--- src/rtl/bm_ahb_pkg.sv ---
// Shared AHB encodings and types for the bus-matrix input stage.
// The burst-restart option is enabled with the BM_INPUT_BURST_RESTART_EN macro.
package bm_ahb_pkg;

    localparam logic [1:0] HTRANS_IDLE   = 2'b00;
    localparam logic [1:0] HTRANS_BUSY   = 2'b01;
    localparam logic [1:0] HTRANS_NONSEQ = 2'b10;
    localparam logic [1:0] HTRANS_SEQ    = 2'b11;

    localparam logic [2:0] HBURST_SINGLE = 3'b000;
    localparam logic [2:0] HBURST_INCR   = 3'b001;
    localparam logic [2:0] HBURST_WRAP4  = 3'b010;
    localparam logic [2:0] HBURST_INCR4  = 3'b011;
    localparam logic [2:0] HBURST_WRAP8  = 3'b100;
    localparam logic [2:0] HBURST_INCR8  = 3'b101;
    localparam logic [2:0] HBURST_WRAP16 = 3'b110;
    localparam logic [2:0] HBURST_INCR16 = 3'b111;

    localparam logic [1:0] HRESP_OKAY  = 2'b00;
    localparam logic [1:0] HRESP_ERROR = 2'b01;

    localparam logic [0:0] ST_IDLE = 1'b0;
    localparam logic [0:0] ST_PEND = 1'b1;

    typedef struct packed {
        logic [1:0] htrans;
        logic       hwrite;
        logic [2:0] hsize;
        logic [2:0] hburst;
        logic [3:0] hprot;
        logic       hmastlock;
    } bm_ctrl_t;

    // Only NONSEQ/SEQ carry an address phase that needs routing.
    function automatic logic trans_active(input logic [1:0] htrans);
        return htrans[1];
    endfunction

endpackage

--- src/rtl/bm_input_hold_reg.sv ---
// Enable-loaded address/control holding register for a stalled address phase.
// With BM_INPUT_BURST_RESTART_EN, a held SEQ beat is re-presented as NONSEQ INCR.
module bm_input_hold_reg
    import bm_ahb_pkg::*;
#(
    parameter int ADDR_WIDTH = 32
) (
    input  logic                  clk,
    input  logic                  rst_n,
    input  logic                  load,
    input  logic [ADDR_WIDTH-1:0] addr_in,
    input  bm_ctrl_t              ctrl_in,
    output logic [ADDR_WIDTH-1:0] addr_out,
    output bm_ctrl_t              ctrl_out
);

    logic [ADDR_WIDTH-1:0] addr_q, addr_d;
    bm_ctrl_t              ctrl_q, ctrl_d;

    always_comb begin
        addr_d = addr_q;
        ctrl_d = ctrl_q;
        if (load) begin
            addr_d = addr_in;
            ctrl_d = ctrl_in;
        end
    end

    always_ff @(posedge clk or negedge rst_n) begin
        if (!rst_n) begin
            addr_q <= '0;
            ctrl_q <= '0;
        end else begin
            addr_q <= addr_d;
            ctrl_q <= ctrl_d;
        end
    end

    always_comb begin
        addr_out = addr_q;
        ctrl_out = ctrl_q;
`ifdef BM_INPUT_BURST_RESTART_EN
        // The arbiter's burst counter must restart on a broken burst.
        if (ctrl_q.htrans == HTRANS_SEQ) begin
            ctrl_out.htrans = HTRANS_NONSEQ;
            ctrl_out.hburst = HBURST_INCR;
        end
`endif
    end

endmodule

--- src/rtl/bm_input_stage.sv ---
// Per-master-port address-phase holding stage: passes granted transfers through
// combinationally, otherwise holds and re-presents them (see BM_INPUT_BURST_RESTART_EN).
module bm_input_stage
    import bm_ahb_pkg::*;
#(
    parameter int ADDR_WIDTH = 32
) (
    input  logic                  HCLK,
    input  logic                  HRESETn,
    input  logic                  HSELS,
    input  logic [ADDR_WIDTH-1:0] HADDRS,
    input  logic [1:0]            HTRANSS,
    input  logic                  HWRITES,
    input  logic [2:0]            HSIZES,
    input  logic [2:0]            HBURSTS,
    input  logic [3:0]            HPROTS,
    input  logic                  HMASTLOCKS,
    input  logic                  HREADYS,
    input  logic                  active_trans,
    input  logic                  HREADYM,
    input  logic                  readyout_op,
    input  logic [1:0]            resp_op,
    output logic                  trans_valid,
    output logic [ADDR_WIDTH-1:0] HADDRI,
    output logic [1:0]            HTRANSI,
    output logic                  HWRITEI,
    output logic [2:0]            HSIZEI,
    output logic [2:0]            HBURSTI,
    output logic [3:0]            HPROTI,
    output logic                  HMASTLOCKI,
    output logic                  HREADYOUTS,
    output logic [1:0]            HRESPS
);

    logic [0:0] state_q, state_d;
    logic       data_phase_q, data_phase_d;

    logic                  live_valid;
    logic                  granted;
    logic                  pend;
    logic                  load;
    bm_ctrl_t              live_ctrl;
    bm_ctrl_t              hold_ctrl;
    bm_ctrl_t              mux_ctrl;
    logic [ADDR_WIDTH-1:0] hold_addr;

    assign live_valid = HSELS & HREADYS & trans_active(HTRANSS);
    assign granted    = active_trans & HREADYM;
    assign pend       = (state_q == ST_PEND);

    assign live_ctrl = '{htrans: HTRANSS, hwrite: HWRITES, hsize: HSIZES,
                         hburst: HBURSTS, hprot: HPROTS, hmastlock: HMASTLOCKS};

    always_comb begin
        state_d      = state_q;
        data_phase_d = data_phase_q;
        load         = 1'b0;
        if (data_phase_q && readyout_op) begin
            data_phase_d = 1'b0;
        end
        // A new acceptance overrides the data-phase completion above.
        if (pend) begin
            if (granted) begin
                state_d      = ST_IDLE;
                data_phase_d = 1'b1;
            end
        end else if (live_valid) begin
            if (granted) begin
                data_phase_d = 1'b1;
            end else begin
                load    = 1'b1;
                state_d = ST_PEND;
            end
        end
    end

    always_ff @(posedge HCLK or negedge HRESETn) begin
        if (!HRESETn) begin
            state_q      <= ST_IDLE;
            data_phase_q <= 1'b0;
        end else begin
            state_q      <= state_d;
            data_phase_q <= data_phase_d;
        end
    end

    bm_input_hold_reg #(
        .ADDR_WIDTH(ADDR_WIDTH)
    ) u_hold (
        .clk     (HCLK),
        .rst_n   (HRESETn),
        .load    (load),
        .addr_in (HADDRS),
        .ctrl_in (live_ctrl),
        .addr_out(hold_addr),
        .ctrl_out(hold_ctrl)
    );

    assign mux_ctrl    = pend ? hold_ctrl : live_ctrl;
    assign HADDRI      = pend ? hold_addr : HADDRS;
    assign HTRANSI     = mux_ctrl.htrans;
    assign HWRITEI     = mux_ctrl.hwrite;
    assign HSIZEI      = mux_ctrl.hsize;
    assign HBURSTI     = mux_ctrl.hburst;
    assign HPROTI      = mux_ctrl.hprot;
    assign HMASTLOCKI  = mux_ctrl.hmastlock;
    assign trans_valid = pend | live_valid;

    assign HREADYOUTS = pend ? 1'b0 : (data_phase_q ? readyout_op : 1'b1);
    assign HRESPS     = (pend || !data_phase_q) ? HRESP_OKAY : resp_op;

endmodule

--- config.mk ---
export PLATFORM = sky130hd
export DESIGN_NAME = bm_input_stage
export DESIGN_NICKNAME = d
export VERILOG_FILES = /design/src/rtl/bm_ahb_pkg.sv /design/src/rtl/bm_input_hold_reg.sv /design/src/rtl/bm_input_stage.sv
export SDC_FILE = /design/constraint.sdc
export NUM_CORES = 1
export LEC_CHECK = 0
export BUFFER_PORTS_ARGS = -buffer_cell sky130_fd_sc_hd__buf_2
export CAP_MARGIN = 20
export CORE_ASPECT_RATIO = 0.8
export CORE_MARGIN = 4
export CORE_UTILIZATION = 44
export DETAILED_ROUTE_END_ITERATION = 7
export GPL_TIMING_DRIVEN = 0
export PLACE_DENSITY = 0.77
export SLEW_MARGIN = 25
export SYNTH_ARGS = -nofsm -noshare
export SYNTH_HDL_FRONTEND = slang
export SYNTH_HIERARCHICAL = 1
export SYNTH_SLANG_ARGS = --single-unit
--- constraint.sdc ---
create_clock -name HCLK -period 2.7 [get_ports HCLK]
set_clock_uncertainty 0.2 [all_clocks]
set_input_delay 0.54 -clock HCLK [delete_from_list [all_inputs] [get_ports HCLK]]
set_output_delay 0.54 -clock HCLK [all_outputs]
set_load 0.01 [all_outputs]
=== After elaboration in Yosys (flattened, before gate mapping) ===
Cells that the tools add are included.

* Output and inout port bits: 50
* Input port bits: 55
* Flip-flop bits (word level): 48

* Reductions and logical operators: 3
* Multiplexer cells: 13
* Bitwise logic cells: 4

{| class="wikitable"
|+ Operators by type and width
! kind !! count
|-
| $mux 32 || 1
|-
| $mux 14 || 1
|-
| $mux 1 || 10
|-
| $and 1x1->1 || 3
|-
| $mux 2 || 1
|-
| $logic_and 1x1->1 || 1
|-
| $logic_not 1->1 || 1
|-
| $logic_or 1x1->1 || 1
|-
| $or 1x1->1 || 1
|}

=== Logic depth before layout (Yosys ltp) ===
* Depth in word-level cells: 5
* Gate-level depth with buffers: 6
* Mapped depth without buffers: 3

=== Cells and area by module ===
The synthesis kept the hierarchy.

{| class="wikitable"
|+ Modules (own cells, without submodules)
! module !! cells an instance !! instances !! area an instance (µm²)
|-
| bm_input_hold_reg || 97 || 1 || 1910.6
|-
| bm_input_stage || 66 || 1 || 923.4
|}

=== Least setup slack after synthesis ===
OpenSTA, ideal clock, no wires.

* Kind: reg2reg
* Start point: register state_q (netlist: pend)
* End point: register u_hold.addr_q[0] (netlist: u_hold/addr_out[0])
* Required time: 2375 ps
* Library setup time: 125 ps
* Clock period less this slack: 1836 ps
* Slack: 864 ps
* Stages on the path, launching flop included: 7
* Arrival: 1511 ps
* Cells stage by stage: dfrtp_1 -> buf_6 -> buf_8 -> nor3b_1 -> buf_6 -> buf_12 -> mux2_4

* Word-level cells in the longest chain between the ends: 1

{| class="wikitable"
|+ RTL lines
! what !! RTL line !! text
|-
| start: declaration || bm_input_stage.sv:35 || <nowiki>logic [0:0] state_q, state_d;</nowiki>
|-
| start signal: assignment || bm_input_stage.sv:82 || <nowiki>state_q <= state_d;</nowiki>
|-
| $mux 1 || bm_input_stage.sv:62 || <nowiki>if (pend) begin</nowiki>
|-
| named net load || bm_input_stage.sv:41 || <nowiki>logic load;</nowiki>
|-
| end signal: assignment || bm_input_hold_reg.sv:34 || <nowiki>addr_q <= addr_d;</nowiki>
|-
| end: declaration || bm_input_hold_reg.sv:17 || <nowiki>logic [ADDR_WIDTH-1:0] addr_q, addr_d;</nowiki>
|}

The timed path passes the listed nets, and every way through them passes these cells.
A chain may end at the register's enable or synchronous reset.

=== Worst setup path after layout ===
* Start point: register state_q (netlist: pend)
* End point: output HADDRI[27]

* Word-level cells in the longest chain between the ends: 1

{| class="wikitable"
|+ RTL lines
! what !! RTL line !! text
|-
| $mux 32 || bm_input_stage.sv:100 || <nowiki>assign HADDRI = pend ? hold_addr : HADDRS;</nowiki>
|-
| end: declaration || bm_input_stage.sv:24 || <nowiki>output logic [ADDR_WIDTH-1:0] HADDRI,</nowiki>
|}

No other way between the ends.

==> results.json <==
{
  "status": "finished clean",
  "clockBufferDepth": 2,
  "antenna_cells": 0,
  "hold_buffers": 0,
  "timing.final.setup_violations": 0,
  "grt_pass1_wl_mm": 8.65,
  "cell_with_the_biggest_individual_delay_on_the_critical_path": "dfrtp_1",
  "grt_start_max_net_pins": 49,
  "r2r-end": "u_hold/addr_out[22]",
  "drive_gt1_share_pct": 78.5,
  "cts.reportedPaths.clkPinSlew_ns": 0.08,
  "tritoncts_buffer_count": 5,
  "timing.critical_path.from": "pend",
  "place_congestion": 0.705,
  "wire_per_inst_um": 15.1,
  "cpPeakStageDelay_ns": 0.35,
  "post_cts_resized": 0,
  "max_slew.worst_pin.slew_ns": 0.598,
  "synth.ff_latch_count": 48,
  "timing.critical_path.to": "HADDRI[27]",
  "synth.net_count": 218,
  "timing.critical_path.max_delay_family": "buffers and inverters",
  "floorplan.initialDensity_pct": 46.7,
  "start_kind": "flop",
  "rsz0062_at_grt": "no",
  "cellPowerDensity_nw_per_um2": 645,
  "setup_total_negative_slack_ns": 0,
  "r2r_slack_ns": 0.75,
  "reg2reg_from": "pend",
  "antenna_found_initial": 0,
  "cts_setup_buffers": 0,
  "final_net_count": 329,
  "cts-htree-levels": 2,
  "chipHeight_um": 79.8,
  "vias": 1722,
  "cts_tree": "done",
  "hold_path_class": "in -> async",
  "critical_path_buf_inv_count": 3,
  "ys_seq_area_share_pct": 42.4,
  "max_cap_viol_count": 0,
  "die-width_um": 97.7,
  "vdd_ir_drop_max_v": 0.000293,
  "detail_route.first_pass.iterations": 3,
  "cts_sink_cnt": 48,
  "leakagePower_uw": 0.00180,
  "slew-limit-headroom_pct": 60.2,
  "end_kind": "primary output",
  "drt_drc_violations_left": 0,
  "finalHoldViolations": 0,
  "post_synthesis_area_per_instance_um2": 17.4,
  "syn-cell-area_um2": 2830,
  "rr_worst_depth": 6,
  "arrival_ns": 1.43,
  "synthDistinctLibCells": 13,
  "io_pins": 105,
  "path_depth": 4,
  "ys.warnings.count": 6,
  "die_area_um2": 7800,
  "max_freq_mhz": 462,
  "port_buffers": 104,
  "globalRouteTotalUtil_pct": 13.9,
  "clock_latency_late_sink_ns": 0.29,
  "crit_path_class": "reg -> out",
  "fin_crit_ns": 2.17,
  "critical_path.cell_chain": "buf_6 > buf_8 > mux2_4 > buf_2",
  "postRouteAntennaNets": 0,
  "peak_fanout_along_the_critical_path": 10,
  "area.growth.synth_to_final_pct": 25.3,
  "place_ws_ns": 0.645,
  "timing.critical_path.required_ns": 1.96,
  "min_period_over_period_pct": 80.2,
  "drc_violation_total_after_the_first_tritonroute_iteration": 24,
  "detail_route.vias_per_cell": 4.84,
  "cts_root_buffer": "clkbuf_8",
  "max_slew_violation_count": 0,
  "placementRows": 25,
  "post-dp-hpwl_mm": 4.00,
  "overflow": 0,
  "core_area_um2": 6070,
  "wl_mm": 5.37,
  "layout_setup_ws_ns": 0.534,
  "postSynthCellCount": 163,
  "via_count_of_the_first_global_routing_pass": 1820
}
==> where the power goes <==
part	internal (uW)	switching [uW]
combinational	554	285
clock	205	234
sequential	907	106
total	1670	625
==> cell families (layout without fill, tap and decap cells) <==
kind of cell / count (synthesis) / count (layout) / share of synthesized area [%]
muxes: 92 / 92 / 47.8
DFF: 48 / 48 / 42.4
buffers and inverters: 14 / 126 / 7.37
and+or+nand+nor: 5 / 5 / 1.10
AOI/OAI and AO/OA: 4 / 4 / 1.32
==> metrics by stage <==
| step | area (um^2) | hold WS (ns) | power, uW | std cells | utilization (%) |
|---|---|---|---|---|---|
| final | 3550 | 0.0438 | 2290 | 356 | 58.5 |
| after global routing | 3550 | 0.0866 | 2420 | 356 | 58.5 |
| after CTS | 3550 | 0.0637 | 2320 | 356 | 58.5 |
| after detailed placement | 3460 | 0.295 | 1870 | 348 | 57.0 |
| after global placement | 3460 | 0.291 | 1850 | 348 | 56.9 |
| after floorplan | 2830 | 0.0444 | 1630 | 163 | - |
==> cell usage in the layout, fill, tap and decap left out <==
cell,instances
a21oi_1,2
a31oi_4,1
buf_12,8
buf_2,103
buf_4,1
buf_6,2
buf_8,1
clkbuf_8,6
clkinv_2,2
dfrtp_1,48
inv_1,3
mux2_2,7
mux2_4,85
nand2_1,1
nand3_1,1
nor3b_1,3
o22ai_1,1
==> how the worst min path moves through the flow <==
stage                                      to  slack (ns)  depth (start not counted)
after floorplan                  data_phase_q        0.04                          0
after global placement    u_hold/addr_out[20]        0.29                          1
after detailed placement   u_hold/addr_out[5]        0.30                          1
after CTS                  u_hold/addr_out[2]        0.06                          1
after global routing      u_hold/addr_out[11]        0.09                          1
final                     u_hold/addr_out[13]        0.04                          1
==> cells in the mapped netlist (all sizes together) <==
cell type / number / area share (%)
nand2: 1 / 0.13
o22ai: 1 / 0.22
a21oi: 2 / 0.35
inv: 3 / 0.40
a31oi: 1 / 0.75
dfrtp: 48 / 42
nand3: 1 / 0.18
buf: 11 / 7.0
mux2: 92 / 48
nor3b: 3 / 0.79
==> sequential cells by signal, indices dropped and copies added, names as in the netlist <==
register         flops
data_phase_q         1
u_hold/addr_out     32
u_hold/ctrl_out     14
pend                 1
==> layer usage <==
metal	vias to the layer above	global-route usage [%]	routed length (um)
met5	-	0	0
met4	0	4.15	54
met3	8	4.98	521
met2	77	21.4	2300
met1	826	18.5	2500
li1	811	-	-
==> layout make-up <==
class                   count  area (um^2)
fillers                   523         2520
multi-input cells         101         1420
flip-flops and latches     48         1200
repair buffers            104          523
plain buffers              11          198
well taps                  81          101
clock buffers               6         82.6
inverters                   3         11.3
clock inverters             2         10.0
Power figures use the tool's default switching activity.
